`config.mk`:
```
export PLATFORM = sky130hd
export DESIGN_NAME = posit_div_mant_seq
export DESIGN_NICKNAME = d
export VERILOG_FILES = /design/src/rtl/posit_div_pkg.sv /design/src/rtl/posit_div_mant_seq_step.sv /design/src/rtl/posit_div_mant_seq.sv
export SDC_FILE = /design/constraint.sdc
export NUM_CORES = 1
export LEC_CHECK = 0
export CORE_ASPECT_RATIO = 1.4
export CORE_MARGIN = 10
export CORE_UTILIZATION = 52
export DETAILED_ROUTE_END_ITERATION = 10
export GPL_ROUTABILITY_DRIVEN = 0
export PLACE_DENSITY = 0.8
export SETUP_SLACK_MARGIN = 0.2
export SLEW_MARGIN = 20
export SYNTH_ARGS = -nofsm -noshare
export SYNTH_HDL_FRONTEND = slang
export SYNTH_SLANG_ARGS = --single-unit
```
`constraint.sdc`:
```
create_clock -name clk -period 3.1 [get_ports clk]
set_input_delay 0.62 -clock clk [delete_from_list [all_inputs] [get_ports clk]]
set_output_delay 0.62 -clock clk [all_outputs]
set_load 0.05 [all_outputs]
```
`src/rtl/posit_div_pkg.sv`:
```
// Shared types and width helpers for the posit divider mantissa path.
package posit_div_pkg;

    typedef enum logic [1:0] {
        IDLE = 2'd0,
        CALC = 2'd1,
        DONE = 2'd2
    } div_state_t;

    // Quotient width: N+1 bits so a quotient in [1,2) keeps its leading bit.
    function automatic int unsigned QW(input int unsigned n);
        return n + 1;
    endfunction

    // Counter width: enough to hold N down to 0.
    function automatic int unsigned CW(input int unsigned n);
        return $clog2(n + 1);
    endfunction

endpackage

```
`src/rtl/posit_div_mant_seq_step.sv`:
```
// One restoring-division step: compare, conditionally subtract, emit quotient bit.
module div_restore_step #(
    parameter int unsigned W = 9
) (
    input  logic [W-1:0] rem_i,
    input  logic [W-1:0] div_i,
    output logic         q_bit_o,
    output logic [W-1:0] rem_next_o
);

    // Subtract the divisor only when it fits into the partial remainder.
    always_comb begin
        q_bit_o    = (rem_i >= div_i);
        rem_next_o = q_bit_o ? (rem_i - div_i) : rem_i;
    end

endmodule

```
`src/rtl/posit_div_mant_seq.sv`:
```
// Sequential mantissa-quotient engine: N+1-step restoring divide, normalise,
// report exponent adjust and sticky, valid/ready on both sides.
module posit_div_mant_seq
    import posit_div_pkg::*;
#(
    parameter int unsigned N  = 8,
    parameter int unsigned ES = 4
) (
    input  logic           clk,
    input  logic           rst,
    input  logic           in_valid,
    output logic           in_ready,
    input  logic [N-1:0]   Mantissa1,
    input  logic [N-1:0]   Mantissa2,
    input  logic           Sign1,
    input  logic           Sign2,
    input  logic           inf1,
    input  logic           inf2,
    input  logic           zero1,
    input  logic           zero2,
    output logic           out_valid,
    input  logic           out_ready,
    output logic [2*N-1:0] Div_Mant_N,
    output logic           mant_uflow,
    output logic           sticky,
    output logic           Sign,
    output logic           inf,
    output logic           zero
);

    localparam int unsigned QWID = QW(N);
    // ES carries no datapath weight; it is referenced only so the parameter
    // set stays aligned with the package types.
    localparam int unsigned CWID = CW(N) + 0 * ES;

    div_state_t        state_q, state_d;
    logic [CWID-1:0]   cnt_q, cnt_d;
    logic [QWID-1:0]   rem_q, rem_d;
    logic [QWID-1:0]   div_q, div_d;
    logic [N-1:0]      quo_q, quo_d;
    logic [2*N-1:0]    mant_q, mant_d;
    logic              uflow_q, uflow_d;
    logic              sticky_q, sticky_d;
    logic              sign_q, sign_d;
    logic              inf_q, inf_d;
    logic              zero_q, zero_d;

    logic              q_bit;
    logic [QWID-1:0]   rem_next;
    logic [QWID-1:0]   quo_full;
    logic              special;

    div_restore_step #(
        .W (QWID)
    ) u_step (
        .rem_i      (rem_q),
        .div_i      (div_q),
        .q_bit_o    (q_bit),
        .rem_next_o (rem_next)
    );

    // The top N quotient bits live in quo_q; the final bit is appended on the
    // last CALC edge, so the full N+1-bit quotient is only formed combinationally.
    assign quo_full = {quo_q, q_bit};
    assign special  = inf1 | inf2 | zero1 | zero2 | (Mantissa2 == '0);

    assign in_ready   = (state_q == IDLE);
    assign out_valid  = (state_q == DONE);
    assign Div_Mant_N = mant_q;
    assign mant_uflow = uflow_q;
    assign sticky     = sticky_q;
    assign Sign       = sign_q;
    assign inf        = inf_q;
    assign zero       = zero_q;

    // Next-state and datapath control.
    always_comb begin
        state_d  = state_q;
        cnt_d    = cnt_q;
        rem_d    = rem_q;
        div_d    = div_q;
        quo_d    = quo_q;
        mant_d   = mant_q;
        uflow_d  = uflow_q;
        sticky_d = sticky_q;
        sign_d   = sign_q;
        inf_d    = inf_q;
        zero_d   = zero_q;

        case (state_q)
            IDLE: begin
                if (in_valid) begin
                    sign_d = Sign1 ^ Sign2;
                    zero_d = zero1 | zero2;
                    inf_d  = inf1 | inf2 | ((Mantissa2 == '0) & ~zero1);
                    div_d  = {1'b0, Mantissa2};
                    quo_d  = '0;
                    if (special) begin
                        mant_d   = '0;
                        uflow_d  = 1'b0;
                        sticky_d = 1'b0;
                        rem_d    = '0;
                        state_d  = DONE;
                    end else begin
                        rem_d   = {1'b0, Mantissa1};
                        cnt_d   = CWID'(N);
                        state_d = CALC;
                    end
                end
            end
            CALC: begin
                quo_d = {quo_q[N-2:0], q_bit};
                if (cnt_q != '0) begin
                    rem_d = {rem_next[N-1:0], 1'b0};
                    cnt_d = cnt_q - CWID'(1);
                end else begin
                    rem_d    = rem_next;
                    sticky_d = |rem_next;
                    if (quo_full[N]) begin
                        mant_d  = {quo_full, {(N-1){1'b0}}};
                        uflow_d = 1'b0;
                    end else begin
                        mant_d  = {quo_full[N-1:0], {N{1'b0}}};
                        uflow_d = 1'b1;
                    end
                    state_d = DONE;
                end
            end
            DONE: begin
                if (out_ready) begin
                    state_d = IDLE;
                end
            end
            default: state_d = IDLE;
        endcase
    end

    // State and data registers; reset dominates any handshake.
    always_ff @(posedge clk) begin
        if (rst) begin
            state_q  <= IDLE;
            cnt_q    <= '0;
            rem_q    <= '0;
            div_q    <= '0;
            quo_q    <= '0;
            mant_q   <= '0;
            uflow_q  <= 1'b0;
            sticky_q <= 1'b0;
            sign_q   <= 1'b0;
            inf_q    <= 1'b0;
            zero_q   <= 1'b0;
        end else begin
            state_q  <= state_d;
            cnt_q    <= cnt_d;
            rem_q    <= rem_d;
            div_q    <= div_d;
            quo_q    <= quo_d;
            mant_q   <= mant_d;
            uflow_q  <= uflow_d;
            sticky_q <= sticky_d;
            sign_q   <= sign_d;
            inf_q    <= inf_d;
            zero_q   <= zero_d;
        end
    end

endmodule

```
==> flow_summary_export.csv, run 1 <==
group,metric,value,unit
run_status,outcome,"finished clean",
timing,final-max-slew-violation-count,0,
floorplanning,initial_core_util,0.532,
synthesis,syn_area_per_cell,7.91,sq um
setup_path,path_class,"reg -> reg",
setup_path,path_cells,"inv_1 -> ha_1 -> inv_1 -> fa_1 -> a211oi_2 -> o31ai_1 -> a21oi_1 -> xnor2_1 -> or4_1 -> a21oi_1 -> a31oi_1",
synthesis,syn_area,0.00255,sq mm
power,peakVddDrop,0.000372,V
layout,synthToLayoutAreaGrowth,20.4,%
setup_path,slowest_stage,"or4_1",
layout,drive_gt1_frac,0.0748,
synthesis,synth_top_family_by_area,"compound AO/OA/AOI/OAI gates",
synthesis,synth_cell_type_count,59,
detailed_routing,wirelength,6500,microns
placement,hpwl,5110,microns
synthesis,muxShareOfSynthArea,0.0519,
synthesis,ys_seq_area_frac,0.353,
floorplanning,dieArea,0.00816,sq mm
clock_network,cts_resized,0,
setup_path,start_kind,"flip-flop",
detailed_routing,drtIter0Drc,158,
floorplanning,core_area,0.00480,sq mm
timing,worstMarginPinSlew,0.727,ns
placement,io_buffers,41,
job,drv_cap,0,
global_routing,first_global_vias,2250,
clock_network,post_cts_buffers,0,
layout,final_cell_mix,"nor2_1, dfxtp_1, clkdlybuf4s50_1, a21oi_1, nand2_1",
timing,period_share,0.817,
setup_path,crit_path_max_fanout,3,
power,finalPower,0.00156,W
global_routing,antenna_found_initial,0,
synthesis,synth-compound-area-share,0.228,
timing,hold_violations,0,
global_routing,grt_pass1_wl,10700,microns
synthesis,yosysWarnings,0,
clock_network,cts_tree,"yes",
setup_path,critPathRequiredTime,3.29,ns
placement,dp_cells,417,
power,p_leak,1.13,nW
timing,skew,0.0118,ns
floorplanning,ios,49,
detailed_routing,drc,0,
layout,instances_no_fill,425,
synthesis,ys.flop_type,"dfxtp_1",
clock_network,holdBufCountCts,0,
synthesis,synth-xor-area-share,0.0206,
layout,layout.area.seq,901,sq um
layout,fillers,459,
layout,final_nets,396,
timing,tns,0,ns
clock_network,clkSlewWorstSetupHoldPaths,0.09,ns
hold_path,hold_path_class,"reg -> reg",
clock_network,ctsLongestPathBuffers,2,
setup_path,worstSetupEndpointType,"flip-flop",
detailed_routing,num_vias,2405,
floorplanning,row_count,30,
power,power_density,507,mW/mm^2
floorplanning,die_w,79.2,microns
synthesis,synth_seq_cells,45,
synthesis,async_flop_share,0,
timing,worst_slack,0.567,ns
floorplanning,dieHeight,103,microns
timing,timing.slew.headroom,0.516,
global_routing,grt_max_degree,26,
layout,diodes,0,
clock_network,cts_root_buf,"clkbuf_8",
timing,post-route-min-period,2.53,ns
clock_network,cts_sinks,45,
placement,preCtsSetupSlack,0.480,ns
detailed_routing,via_per_inst,5.66,
global_routing,grt_usage,0.162,
synthesis,synth-edff-count,0,
clock_network,cts_max_level,2,
clock_network,cts_buffers,5,
detailed_routing,drt_pass1_iterations,4,
layout,multi_input_area,0.00149,sq mm
timing,setup_violations,0,
synthesis,syn_inst,323,
layout,final_core_util,0.640,
setup_path,slowest_delay,0.47,ns
setup_path,crit_arrival,2.73,ns
detailed_routing,wl_per_cell,15.3,microns
detailed_routing,ant_nets,0,
clock_network,clk_latency,0.30,ns
layout,final_common_cell,"nor2_1",
timing,max_freq,395,MHz
timing,rsz0062_at_grt,"no",
synthesis,yosys.area_share.simple,0.222,
synthesis,synthAdderAreaFrac,0.0519,
global_routing,grt_overflow,0,
## sequential cells by signal, indices dropped and copies added, names as in the netlist, 2 cells and up
register and cells:
rem_q 9, state_q 2, Div_Mant_N 9, quo_q 8, cnt_q 4, div_q 8
## layer usage
layer / vias to the layer above / routed length, microns / global-route usage
li1: 1218 / - / -
met1: 1119 / 2580 / 0.173
met2: 60 / 3580 / 0.305
met3: 8 / 262 / 0.0332
met4: 0 / 79 / 0.0553
met5: - / 0 / 0
## layout make-up
type	count	area share
inverter	17	0.0207
tap	64	0.0260
timing repair buffer	46	0.146
clock inverter	3	0.00691
sequential	45	0.293
clock buffer	5	0.0224
multi-input combinational	245	0.486
## logic make-up after synthesis
group	count (synthesis)
AOI/OAI and AO/OA	86
xor gates and xnor gates	6
adders and majority gates	10
buffers and inverters	39
DFF	45
muxes	13
other	1
and+or+nand+nor	123
## power breakdown
part | internal, W | switching [W]
sequential | 0.000607 | 0.0000253
combinational | 0.000226 | 0.000337
clock | 0.000160 | 0.000204
## worst paths after layout
kind                    startpoint                     to  slack, ns  cells past startpoint
max reg2reg  rem_q[0]$_SDFFE_PP0P_    sticky$_SDFFE_PP0P_       0.57                     11
max          rem_q[0]$_SDFFE_PP0P_    sticky$_SDFFE_PP0P_       0.57                     11
min          div_q[7]$_SDFFE_PP0P_  div_q[7]$_SDFFE_PP0P_       0.46                      2
min reg2reg  div_q[7]$_SDFFE_PP0P_  div_q[7]$_SDFFE_PP0P_       0.46                      2
## worst max-delay path, delay by kind of cell (launching register included)
family	cells	cell delay [ns]
adder cells (fa/ha/maj)	2	0.57
buffers and inverters	2	0.14
AND/OR/NAND/NOR	1	0.47
XOR/XNOR	1	0.10
flip-flops	1	0.32
AO/OA/AOI/OAI	5	0.80
## cells in the mapped netlist (4+ instances only)
library cell / instances / area [sq um]
mux2i_1: 11 / 110
buf_4: 7 / 52.6
nand2_1: 26 / 97.6
o21ai_0: 5 / 25.0
a21oi_1: 34 / 170
nor2_1: 53 / 199
a211oi_1: 9 / 67.6
a22oi_1: 8 / 60.1
clkbuf_1: 10 / 37.5
or4_1: 4 / 30.0
dfxtp_1: 45 / 901
ha_1: 9 / 113
xnor2_1: 4 / 35.0
nand3_1: 4 / 20.0
inv_1: 15 / 56.3
nor3_1: 16 / 80.1
## through the flow
step | hold WS [ns] | instance area [sq um]
global placement | 0.444 | 2990
global route | 0.487 | 3080
finish | 0.457 | 3080
floorplan | 0.436 | 2580
CTS | 0.460 | 3080
detailed placement | 0.447 | 2990
(Power assumes the default switching activity.)
==> run 2, diff against run 1 <==
Settings changed: CORE_UTILIZATION 52 to 47, PLACE_DENSITY 0.8 to 0.76.
Clock period 3.1 ns to 2.2 ns, I/O delays scaled along.
==> run 2 against run 1 <==
- the run now ends with negative setup slack left
- critical path depth is 2 lower
- via count increased by 7.8%
- flip-flop and latch count unchanged
- design area is 19% higher
- first-iteration DRC count shrank 6.3%
- sequential share of layout area decreased by 4.3 points
- power increased by 65%
==> flow_summary_export.csv, run 2 (synthesis gave the netlist of run 1 again) <==
group,metric,value,unit
run_status,outcome,"finished with violations",
run_status,failed_checks,"negative setup slack",
timing,worstMarginPinSlew,0.527,ns
floorplanning,dieArea,0.00883,sq mm
floorplanning,die_w,82.3,microns
timing,worst_slack,-0.197,ns
clock_network,cts_max_level,2,
layout,synthToLayoutAreaGrowth,42.9,%
detailed_routing,ant_nets,0,
global_routing,grt_pass1_wl,11900,microns
power,switching_power,0.000948,W
detailed_routing,via_per_inst,5.61,
clock_network,cts_buffers,5,
setup_path,r2r-end,"sticky$_SDFFE_PP0P_",
setup_path,slowest_stage,"or4_4",
floorplanning,ios,49,
setup_path,crit_path_max_fanout,2,
global_routing,grt_max_degree,24,
detailed_routing,drc,0,
placement,placed_cell_area,0.00330,sq mm
detailed_routing,drt_pass1_iterations,4,
power,p_sw_frac,0.367,
layout,finalInstanceArea,0.00365,sq mm
detailed_routing,wirelength,7530,microns
setup_path,path_class,"reg -> reg",
setup_path,critPathRequiredTime,2.39,ns
hold_path,hold_path_class,"reg -> reg",
timing,skew,0.0105,ns
setup_path,path_cells,"inv_2 -> ha_4 -> inv_2 -> fa_2 -> xor2_1 -> or4b_1 -> or4_4 -> a21oi_2 -> a31oi_1",
layout,final_common_cell,"nor2_1",
setup_path,regToRegStartpoint,"rem_q[0]$_SDFFE_PP0P_",
hold_path,hold_depth,2,
global_routing,grt_overflow,0,
detailed_routing,num_vias,2592,
timing,hold_violations,0,
global_routing,antenna_found_initial,0,
setup_path,crit_arrival,2.58,ns
placement,io_buffers,41,
clock_network,clkSlewWorstSetupHoldPaths,0.09,ns
timing,final-max-slew-violation-count,0,
layout,drive_gt1_frac,0.275,
timing,period_share,1.09,
floorplanning,core_area,0.00524,sq mm
timing,setup_violations,3,
hold_path,hold_path_end,"div_q[5]$_SDFFE_PP0P_",
layout,final_cell_mix,"nor2_1, clkdlybuf4s50_1, buf_4, dfxtp_1, a21oi_1",
floorplanning,row_count,31,
timing,post-route-min-period,2.40,ns
setup_path,r2r_setup_slack,-0.20,ns
setup_path,worstSetupEndpointType,"flip-flop",
clock_network,cts_sinks,45,
clock_network,holdBufCountCts,0,
power,seqPwrFrac,0.348,
setup_path,slowest_delay,0.50,ns
clock_network,clk_latency,0.30,ns
setup_path,start_kind,"flip-flop",
floorplanning,dieHeight,107,microns
placement,hpwl,5650,microns
clock_network,cts_tree,"yes",
floorplanning,initial_core_util,0.488,
timing,rsz0062_at_grt,"yes",
detailed_routing,wl_per_cell,16.3,microns
setup_path,rr_worst_depth,9,
job,drv_cap,0,
power,p_int,0.00163,W
setup_path,cp_num_buf_inv,2,
layout,final_core_util,0.697,
power,peakVddDrop,0.000467,V
power,power_density,706,mW/mm^2
timing,max_freq,417,MHz
placement,dp_cells,451,
layout,final_nets,431,
global_routing,grt_usage,0.168,
clock_network,cts_root_buf,"clkbuf_8",
clock_network,ctsLongestPathBuffers,2,
layout,instances_no_fill,462,
hold_path,hp-start,"div_q[5]$_SDFFE_PP0P_",
global_routing,first_global_vias,2523,
layout,diodes,0,
setup_path,crit_family,"simple AND/OR/NAND/NOR gates",
power,power_frac_clock,0.198,
power,p_leak,1.33,nW
setup_path,crit_path_frequent_cell,"inv_2",
detailed_routing,drtIter0Drc,148,
setup_path,cp.depth,9,
power,power_frac_comb,0.453,
timing,timing.slew.headroom,0.648,
run 2: changes by cell type in the layout (fill, tap and decap cells not counted), moves of 7 or more:
cell / previous run / this run
ha_4: 0 / 7
buf_4: 5 / 38
ha_1: 9 / 1
dfxtp_2: 0 / 9
dfxtp_1: 45 / 36
run 2: per-layer routing:
layer  GRT usage  routed length, microns  up-vias
met5           0                       0        -
met4      0.0695                     221        0
met3      0.0351                     357       19
met2       0.307                    4100       63
met1       0.177                    2850     1219
li1            -                       -     1291
run 2: what timing repair did:
action	in CTS	in global routing
gates resized for setup	23	24
gates cloned	0	0
buffers inserted	2	1
pin swaps	13	10
setup endpoints to repair	13	20
run 2: area by class of cell:
| type | instances | area (sq um) |
|---|---|---|
| fillers | 421 | 1590 |
| clock buffers | 6 | 72.6 |
| clock inverters | 2 | 15.0 |
| repair buffers | 81 | 736 |
| inverters | 17 | 63.8 |
| well taps | 66 | 82.6 |
| multi-input cells | 245 | 1770 |
| flip-flops and latches | 45 | 912 |
run 2: how the worst max path moves through the flow:
stage                     slack [ns]                   from                  end
after CTS                      -0.20  rem_q[0]$_SDFFE_PP0P_  sticky$_SDFFE_PP0P_
after detailed placement       -0.17  rem_q[0]$_SDFFE_PP0P_  sticky$_SDFFE_PP0P_
after global routing           -0.34  rem_q[0]$_SDFFE_PP0P_  sticky$_SDFFE_PP0P_
final                          -0.20  rem_q[0]$_SDFFE_PP0P_  sticky$_SDFFE_PP0P_
after global placement         -0.15  rem_q[0]$_SDFFE_PP0P_  sticky$_SDFFE_PP0P_
after floorplan                -0.06  rem_q[0]$_SDFFE_PP0P_  sticky$_SDFFE_PP0P_
run 2: per-stage QoR:
stage | TNS (ns) | hold slack, ns | total power, W | setup WS (ns)
2_1_floorplan | -0.0558 | 0.436 | 0.00156 | -0.0558
3_3_place_gp | -0.232 | 0.445 | 0.00186 | -0.152
3_5_place_dp | -1.41 | 0.449 | 0.00188 | -0.170
4_1_cts | -0.370 | 0.462 | 0.00251 | -0.196
5_1_grt | -1.19 | 0.484 | 0.00270 | -0.344
6_report | -0.443 | 0.457 | 0.00258 | -0.197
run 2: worst min-delay path: stages (launching register included):
cell	delay [ns]
dfxtp_2	0.33
nand2_1	0.05
a21oi_1	0.05
run 2: power by group through the flow:
stage | sequential (W) | clock [W] | combinational (W)
6_report | 0.000899 | 0.000511 | 0.00117
3_5_place_dp | 0.000909 | 0 | 0.000973
2_1_floorplan | 0.000936 | 0 | 0.000621
3_3_place_gp | 0.000906 | 0 | 0.000954
5_1_grt | 0.000902 | 0.000546 | 0.00126
4_1_cts | 0.000895 | 0.000521 | 0.00109
==> run 3, diff against run 2 <==
Settings changed: HOLD_SLACK_MARGIN set to 0.08, SLEW_MARGIN 20 to not set.
==> results of run 3 <==
Same layout as run 2: the final DEF is identical, and so are final timing and power.
